===== config.mk =====
export PLATFORM = sky130hd
export DESIGN_NAME = adc_spi_responder
export DESIGN_NICKNAME = d
export VERILOG_FILES = /design/src/rtl/adc_spi_responder.sv
export SDC_FILE = /design/constraint.sdc
export NUM_CORES = 1
export LEC_CHECK = 0
export ABC_AREA = 1
export CELL_PAD_IN_SITES_DETAIL_PLACEMENT = 0
export CELL_PAD_IN_SITES_GLOBAL_PLACEMENT = 1
export CORE_UTILIZATION = 46
export DETAILED_ROUTE_END_ITERATION = 8
export PLACE_DENSITY = 0.83
export SYNTH_ARGS = -nofsm -noshare
export SYNTH_HDL_FRONTEND = slang
export SYNTH_SLANG_ARGS = --single-unit
export TNS_END_PERCENT = 1

===== constraint.sdc =====
create_clock -name aclk -period 5.53 [get_ports aclk]
set_input_delay 0.8295 -clock aclk [delete_from_list [all_inputs] [get_ports aclk]]
set_output_delay 0.8295 -clock aclk [all_outputs]
set_load 0.005 [all_outputs]

===== src/rtl/adc_spi_responder.sv =====
// adc_spi_responder: ADC-side SPI responder for hardware-in-the-loop tests.
// It returns FIFO samples on NUM_SDI lanes during conversion frames and
// forwards 24-bit register-write frames on an AXI-Stream master.
// Optional feature macro: ADC_RESPONDER_RAMP_EN (ramp pattern on underflow).
//
// Handshakes (both AXI-Stream ports): a beat transfers on a rising aclk edge
// where tvalid & tready are both high. Once asserted, m_axis_tvalid and
// m_axis_tdata hold until that transfer. s_axis_tready does not depend on
// s_axis_tvalid.
module adc_spi_responder #(
  parameter int NUM_SDI    = 4,
  parameter int FIFO_DEPTH = 16
) (
  input  logic               aclk,
  input  logic               areset,
  input  logic               spi_csn,
  input  logic               spi_sdi,
  output logic [NUM_SDI-1:0] spi_sdo,
  input  logic               spi_resetn,
  input  logic [31:0]        s_axis_tdata,
  input  logic               s_axis_tvalid,
  output logic               s_axis_tready,
  output logic [31:0]        m_axis_tdata,
  output logic               m_axis_tvalid,
  input  logic               m_axis_tready,
  output logic [31:0]        status
);

  localparam int         CNV        = 32 / NUM_SDI;
  localparam int         AW         = $clog2(FIFO_DEPTH);
  localparam logic [4:0] CNT_CHUNKS = 5'(CNV);
  localparam logic [4:0] CNT_CONV   = 5'(CNV + 1);
  localparam logic [4:0] CNT_REG    = 5'd25;

  // The initiator's device reset behaves exactly like areset.
  logic rst;
  assign rst = areset | ~spi_resetn;

  logic [4:0]  cnt;
  logic        armed;   // set once csn is seen high after reset
  logic [23:0] sreg;
  logic [31:0] cur_sample;
  logic [7:0]  uf_cnt;
  logic [7:0]  fe_cnt;
  logic        sticky;

  logic [31:0] mem [FIFO_DEPTH];
  logic [AW:0] wr_ptr;
  logic [AW:0] rd_ptr;
  logic [AW:0] level;
  logic        fifo_empty;
  logic        fifo_full;
  logic        push;
  logic        pop;

  logic frame_end;
  logic conv_end;
  logic reg_end;
  logic err_end;
  logic underflow;
  logic m_hs;
  logic reg_accept;

  assign level         = wr_ptr - rd_ptr;
  assign fifo_empty    = (level == '0);
  assign fifo_full     = (level == (AW+1)'(FIFO_DEPTH));
  assign s_axis_tready = ~fifo_full;
  assign push          = s_axis_tvalid & s_axis_tready;

  // A frame ends on the first high csn sample after at least one counted low edge.
  assign frame_end  = spi_csn & (cnt != 5'd0);
  assign conv_end   = frame_end & (cnt == CNT_CONV);
  assign reg_end    = frame_end & (cnt == CNT_REG);
  assign err_end    = frame_end & ~conv_end & ~reg_end;
  assign pop        = conv_end & ~fifo_empty;
  assign underflow  = conv_end & fifo_empty;
  assign m_hs       = m_axis_tvalid & m_axis_tready;
  // A register word is taken if the output slot is empty or is draining this edge.
  assign reg_accept = reg_end & (~m_axis_tvalid | m_axis_tready);

  // Frame edge counter and register-write shift register.
  always_ff @(posedge aclk) begin
    if (rst) begin
      cnt   <= 5'd0;
      armed <= 1'b0;
      sreg  <= 24'd0;
    end else if (spi_csn) begin
      armed <= 1'b1;
      cnt   <= 5'd0;
    end else if (armed) begin
      if (cnt != 5'd31) cnt <= cnt + 5'd1;
      if (cnt < 5'd24) sreg <= {sreg[22:0], spi_sdi};
    end
  end

  // Sample FIFO storage; contents need no reset since the pointers define validity.
  always_ff @(posedge aclk) begin
    if (push && !rst) mem[wr_ptr[AW-1:0]] <= s_axis_tdata;
  end

  // Sample FIFO pointers.
  always_ff @(posedge aclk) begin
    if (rst) begin
      wr_ptr <= '0;
      rd_ptr <= '0;
    end else begin
      if (push) wr_ptr <= wr_ptr + 1'b1;
      if (pop)  rd_ptr <= rd_ptr + 1'b1;
    end
  end

`ifdef ADC_RESPONDER_RAMP_EN
  logic [31:0] ramp;

  // Ramp pattern source, advanced once per underflow.
  always_ff @(posedge aclk) begin
    if (rst)            ramp <= 32'd0;
    else if (underflow) ramp <= ramp + 32'd1;
  end

  // Current sample reload at conversion frame end; ramp value on underflow.
  always_ff @(posedge aclk) begin
    if (rst)            cur_sample <= 32'd0;
    else if (pop)       cur_sample <= mem[rd_ptr[AW-1:0]];
    else if (underflow) cur_sample <= ramp;
  end
`else
  // Current sample reload at conversion frame end; zero on underflow.
  always_ff @(posedge aclk) begin
    if (rst)            cur_sample <= 32'd0;
    else if (pop)       cur_sample <= mem[rd_ptr[AW-1:0]];
    else if (underflow) cur_sample <= 32'd0;
  end
`endif

  // Saturating underflow and frame-error counters plus the overflow sticky bit.
  always_ff @(posedge aclk) begin
    if (rst) begin
      uf_cnt <= 8'd0;
      fe_cnt <= 8'd0;
      sticky <= 1'b0;
    end else begin
      if (underflow && uf_cnt != 8'd255) uf_cnt <= uf_cnt + 8'd1;
      if (err_end && fe_cnt != 8'd255)   fe_cnt <= fe_cnt + 8'd1;
      if (reg_end && !reg_accept)        sticky <= 1'b1;
    end
  end

  // Register-word output slot.
  always_ff @(posedge aclk) begin
    if (rst) begin
      m_axis_tvalid <= 1'b0;
      m_axis_tdata  <= 32'd0;
    end else if (reg_accept) begin
      m_axis_tvalid <= 1'b1;
      m_axis_tdata  <= {8'd0, sreg};
    end else if (m_hs) begin
      m_axis_tvalid <= 1'b0;
    end
  end

  logic [31:0] sdo_word;

  // Present the chunk selected by cnt, MSB chunk first; idle lanes read zero.
  always_comb begin
    sdo_word = cur_sample << (NUM_SDI * cnt);
    spi_sdo  = '0;
    if (cnt < CNT_CHUNKS) spi_sdo = sdo_word[31 -: NUM_SDI];
  end

  assign status = {9'd0, 5'(level), (cnt != 5'd0), sticky, fe_cnt, uf_cnt};

endmodule


==> summary.txt, run 1 <==
Outcome: completed
I/O pins: 109
Sink Count: 630
Post-CTS sizing: 0
Final clock skew: 0.0254 ns
Hold depth: 2
Slew headroom: 0.178
Antenna violations before repair: 0
Flop and latch count out of synthesis: 630
Placed Cells incl. Taps: 3,154
Final setup vio count: 0
Syn Inst Count: 2,444
Sequential element share of the synthesized area: 0.689
Peak supply drop: 0.242 mV
Root Driver: clkbuf_16
Core Region: 55,200 µm²
Total iterations of the first detailed-routing run: 6
Clock transition at path regs: 0.06 ns
Crit. End Element: flop
Diodes inserted: 0
Critical path class: reg2reg
GP Congestion: 0.865
Final Hold Vio Count: 0
Measured slew at the worst slew-check pin: 1.23 ns
Post-CTS setup buffers: 0
Vias per std cell: 5.38
Final hold slack: 0.455 ns
Finished Layout Cells: 3,266
Initial Util: 0.467
Worst reg2reg path depth: 12
Min Tclk post-route: 3.82 ns
Mean Syn Cell Area: 10.5 µm²
# DRC: 0
Clock Latency Late Sink: 0.60 ns
Die span in x: 239 µm
Maximum fanout along the worst path: 32
Maximum capacitance violations: 0
Critical Path RT: 5.73 ns
Initial detailed-routing violation count: 1,593
Commonest non-fill, non-tap cell in the layout: nand2_1
Vias in the first global route: 16,949
Number of I/O port buffers: 91
Most frequent cells in the layout: nand2_1, edfxtp_1, nand3_1
Slew Limit Fails: 0
Longest Clk Path Bufs: 3
Mapped Area: 25,800 µm²
Proportion of layout cells with a drive suffix above 1: 0.0544
Die Ht: 239 µm
First-pass GRT wire length: 98.7 mm
Antenna-violating nets left: 0
Fill cell count: 4,770
CTS Hold Buffers Added: 0
Synth cell types: 32
CTS buffer count: 66
Fmax: 0.262 GHz
H-tree depth: 3
Synth warn: 0
Total Routing Usage GR: 0.227
Worst Path Arrival: 4.01 ns
RSZ-0062 raised after global routing: no
Final WL: 63.7 mm
Largest net degree at the start of global routing: 116
CTS tree: built
GRT Residual Overflow: 0
Hpwl dp: 37.2 mm
Tot Pwr: 9.49 mW
Drt wl/cell: 19.5 µm
P_leak: 10.3 nW
Row cnt: 86
Hold Path Class: reg2reg
Fin nets: 2,529
Fin crit share: 0.690
Worst setup SP type: flop
Full die area: 57,000 µm²
Cell Pwr Density: 326 nW/µm²
Vias: 17,559
Area growth syn-to-layout: 13.2%
Setup TNS: 0 ns
## power by group
| part | total, mW | leakage (nW) | internal [mW] | switching [mW] |
|---|---|---|---|---|
| registers | 5.14 | 5.56 | 5.14 | 0.00654 |
| logic | 0.188 | 3.80 | 0.0476 | 0.141 |
| clock network | 4.16 | 0.969 | 2.39 | 1.77 |
## Yosys cell counts
library cell,instances,area share
edfxtp_1,512,0.60
nor2_4,2,0.00087
conb_1,1,0.00015
ha_1,15,0.0073
inv_1,53,0.0077
buf_2,62,0.012
nand3_2,2,0.00078
nor3_1,5,0.00097
xnor2_1,6,0.0020
nor2_8,1,0.00078
nand4_1,13,0.0032
buf_1,10,0.0015
xor2_1,7,0.0024
clkinv_1,3,0.00044
dfxtp_1,118,0.092
a31oi_1,4,0.00097
nor2_2,1,0.00024
nor3_4,1,0.00063
nand2_1,836,0.12
clkbuf_1,65,0.0095
nand3_1,434,0.084
a21oi_2,1,0.00034
a211oi_1,2,0.00058
o21ai_0,50,0.0097
inv_2,4,0.00058
o22ai_1,4,0.00097
nor4_1,1,0.00024
fa_1,1,0.00078
nand2_2,5,0.0012
nor2_1,128,0.019
a21oi_1,76,0.015
buf_4,21,0.0061
## critical path, stage by stage, from the launching register on
cell and delay [ns]:
dfxtp_1 0.40, inv_1 0.13, ha_1 0.25, fa_1 0.40, inv_1 0.10, nand3_1 0.11, nand3_1 0.12, nand2_2 0.09
nand2_2 0.13, nand2_2 0.13, nor2_1 0.26, nand2_1 0.30, nor2_4 1.00
## per-layer routing
layer / track usage / wire length (µm)
met4: 0.0796 / 1880
met5: 0 / 0
met3: 0.0439 / 4570
met2: 0.370 / 30400
met1: 0.303 / 26900
## flip-flops by register name (all words and copies together) (netlist names), named ones only
name and cells:
mem 512, cur_sample 32, m_axis_tdata 24, sreg 24
fe_cnt 8, uf_cnt 8, cnt 5, rd_ptr 5
wr_ptr 5, armed 1, m_axis_tvalid 1, sticky 1
## logic make-up (layout without fill, tap and decap cells)
family	Yosys count	in the layout	share of synthesized area
AND/OR/NAND/NOR	1429	1429	0.234
adder cells (fa/ha/maj)	16	16	0.00806
AO/OA/AOI/OAI	137	137	0.0273
other	1	17	0.000146
buffers and inverters	218	276	0.0378
flip-flops	630	630	0.689
XOR/XNOR	13	13	0.00442
## worst paths after layout
kind                                 from        end  slack, ns
worst max-delay path            wr_ptr[0]  mem[4][3]       1.71
worst min-delay path               sticky     sticky       0.46
worst max register to register  wr_ptr[0]  mem[4][3]       1.71
worst min register to register     sticky     sticky       0.46
## metrics by stage
step	setup WS [ns]	cell area (µm²)	utilization
global route	1.37	29200	0.528
finish	1.71	29200	0.528
CTS	1.69	29200	0.528
detailed placement	1.71	27200	0.492
global placement	1.80	27200	0.492
floorplan	1.22	25800	-
## cell type report
cell class	count	area, µm²	share of cell area
timing repair buffer	104	1020	0.0350
sequential	630	17700	0.609
clock buffer	91	1820	0.0624
multi-input combinational	1612	7230	0.248
inverter	60	235	0.00807
clock inverter	21	165	0.00567
tap	748	936	0.0321
Note: power is estimated with default switching activity, not from simulation.
==> run 2: changes to the inputs <==
- clock period: 5.53 -> 3.7 ns (I/O delays scaled with it)
==> run 2 against run 1 <==
Die area is the same. Sequential share of layout area shrank 0.83 points. Non-clock buffer count grew 41. Flip-flop and latch count is the same. Critical path depth shrank 5. Critical path type is now reg2out. Via count grew 2.3%. Power grew 50%.
==> summary.txt, run 2 (same netlist as run 1, synthesis figures left out) <==
Setup ws final: 0.177 ns (was 1.71 ns)
Fin nets: 2,570 (was 2,529)
First-pass GRT wire length: 101 mm (was 98.7 mm)
CP cell instances: inv_1 > ha_1 > fa_1 > nand4_1 > nor2_4 > nand2_2 > clkdlybuf4s50_1 (was inv_1 > ha_1 > fa_1 > inv_1 > nand3_1 > nand3_1 > nand2_2 > nand2_2 > nand2_2 > nor2_1 > nand2_1 > nor2_4)
Number of I/O port buffers: 91 (unchanged)
Proportion of layout cells with a drive suffix above 1: 0.0698 (was 0.0544)
Antenna violations before repair: 0 (unchanged)
Final setup vio count: 0 (unchanged)
Fill cell count: 4,699 (was 4,770)
Full die area: 57,000 µm² (unchanged)
Final WL: 66.4 mm (was 63.7 mm)
Cell area after layout: 29,600 µm² (was 29,200 µm²)
Total Routing Usage GR: 0.236 (was 0.227)
Area growth syn-to-layout: 14.7% (was 13.2%)
Clock transition at path regs: 0.06 ns (about the same)
Outcome: completed (unchanged)
Slew Limit Fails: 0 (unchanged)
Largest net degree at the start of global routing: 138 (was 116)
Diodes inserted: 0 (unchanged)
Vias per std cell: 5.43 (was 5.38)
Final clock skew: 0.0255 ns (was 0.0254 ns)
Antenna-violating nets left: 0 (unchanged)
Measured slew at the worst slew-check pin: 1.13 ns (was 1.23 ns)
Post-CTS setup buffers: 0 (unchanged)
Clock Power Share: 0.439 (was 0.438)
Root Driver: clkbuf_16 (unchanged)
Worst setup SP type: flop (unchanged)
Area used by multi-input combinational logic: 7240 µm² (was 7230 µm²)
Psw: 2.90 mW (was 1.92 mW)
Fin crit share: 0.952
Commonest non-fill, non-tap cell in the layout: nand2_1 (unchanged)
Longest Clk Path Bufs: 3 (unchanged)
Min Tclk post-route: 3.52 ns
CP max-delay cell: fa_1 (was nor2_4)
Number of flip-flops in the largest register: 512 (unchanged)
Hpwl dp: 41.2 mm (was 37.2 mm)
Worst Path Arrival: 2.97 ns (was 4.01 ns)
Cell Pwr Density: 483 nW/µm² (was 326 nW/µm²)
I/O pins: 109 (unchanged)
Final core utilization: 0.535 (was 0.528)
Row cnt: 86 (unchanged)
Hold Crit Start: sticky (unchanged)
RSZ-0062 raised after global routing: no (unchanged)
Total iterations of the first detailed-routing run: 5 (was 6)
Critical Path RT: 3.14 ns (was 5.73 ns)
Area after DPL: 27,500 µm² (was 27,200 µm²)
H-tree depth: 3 (unchanged)
Switching share of power: 0.203 (was 0.202)
Worst reg2reg path depth: 13 (was 12)
Worst r2r src: wr_ptr[0] (unchanged)
Setup TNS: 0 ns (unchanged)
FF+latch area: 17,700 µm² (unchanged)
Sink Count: 630 (unchanged)
# DRC: 0 (unchanged)
Vias: 17,971 (was 17,559)
Setup WS pre-CTS: 0.308 ns (was 1.71 ns)
Fmax: 0.284 GHz
Slew headroom: 0.245 (was 0.178)
Die span in x: 239 µm (unchanged)
Hold EP: sticky (unchanged)
CTS buffer count: 66 (unchanged)
Clock Latency Late Sink: 0.60 ns (about the same)
Initial Util: 0.467 (unchanged)
Delay of the slowest critical-path stage: 0.52 ns (was 1.00 ns)
P_leak: 10.6 nW (was 10.3 nW)
Maximum fanout along the worst path: 8 (was 32)
Vias in the first global route: 16,728 (was 16,949)
Internal: 11.4 mW (was 7.57 mW)
Reg2reg end: mem[4][26] (was mem[4][3])
Hold Path Class: reg2reg (unchanged)
GP Congestion: 0.901 (was 0.865)
Sequential power share: 0.539 (was 0.542)
Core Region: 55,200 µm² (unchanged)
R2R setup slack: 0.31 ns (was 1.71 ns)
Final Hold Vio Count: 0 (unchanged)
Crit. End Element: output pin (was flop)
Combinational Power Share: 0.022 (was 0.020)
Hold depth: 2 (unchanged)
GRT Residual Overflow: 0 (unchanged)
Most frequent cells in the layout: nand2_1, edfxtp_1, nand3_1 (unchanged)
Maximum capacitance violations: 0 (unchanged)
CTS tree: built (unchanged)
Initial detailed-routing violation count: 1,807 (was 1,593)
Critical path class: reg2out (was reg2reg)
Die Ht: 239 µm (unchanged)
Drt wl/cell: 20.1 µm (was 19.5 µm)
Peak supply drop: 0.285 mV (was 0.242 mV)
[run 2: layer usage]
layer | track usage | wire, µm | vias to the layer above
li1 | - | - | 8475
met1 | 0.333 | 28500 | 8693
met2 | 0.378 | 31700 | 709
met3 | 0.0318 | 4650 | 94
met4 | 0.0761 | 1550 | 0
met5 | 0 | 0 | -
[run 2: per-stage QoR]
step                      power (mW)  hold WS (ns)  instances
after floorplan                 7.94         0.430       2460
after global placement          8.14         0.440       3195
after detailed placement        8.14         0.448       3195
after CTS                       14.3         0.456       3311
after global routing            14.7         0.480       3311
final                           14.3         0.450       3311
[run 2: power by group through the flow]
stage | combinational [mW] | sequential, mW | clock (mW)
after floorplan | 0.107 | 7.83 | 0
after global placement | 0.302 | 7.84 | 0
after detailed placement | 0.306 | 7.84 | 0
after CTS | 0.307 | 7.69 | 6.35
after global routing | 0.330 | 7.68 | 6.64
final | 0.310 | 7.69 | 6.27
[run 2: how the worst max path moves through the flow]
stage / startpoint / endpoint / slack [ns]
6_report: wr_ptr[0] / s_axis_tready / 0.18
2_1_floorplan: wr_ptr[0] / mem[0][0] / 0.008
3_5_place_dp: wr_ptr[0] / mem[4][28] / 0.31
5_1_grt: wr_ptr[0] / s_axis_tready / 0.06
3_3_place_gp: wr_ptr[0] / mem[4][4] / 0.39
4_1_cts: wr_ptr[0] / s_axis_tready / 0.09
[run 2: worst max-delay path: cells and delay by family (launching register included)]
kind | cells | cell delay [ns]
AND/OR/NAND/NOR | 3 | 0.59
adder cells (fa/ha/maj) | 2 | 0.77
buffers and inverters | 2 | 0.61
flip-flops | 1 | 0.41
[run 2: final cells by class]
type                       count  share of cell area
sequential                   630               0.600
multi-input combinational   1612               0.245
clock buffer                  87              0.0607
timing repair buffer         145              0.0471
tap                          748              0.0317
inverter                      60             0.00787
clock inverter                29             0.00728
[run 2: what timing repair did]
action,4_1_cts,5_1_grt
hold buffers,0,0
gates resized for setup,0,1
setup endpoints to repair,0,1
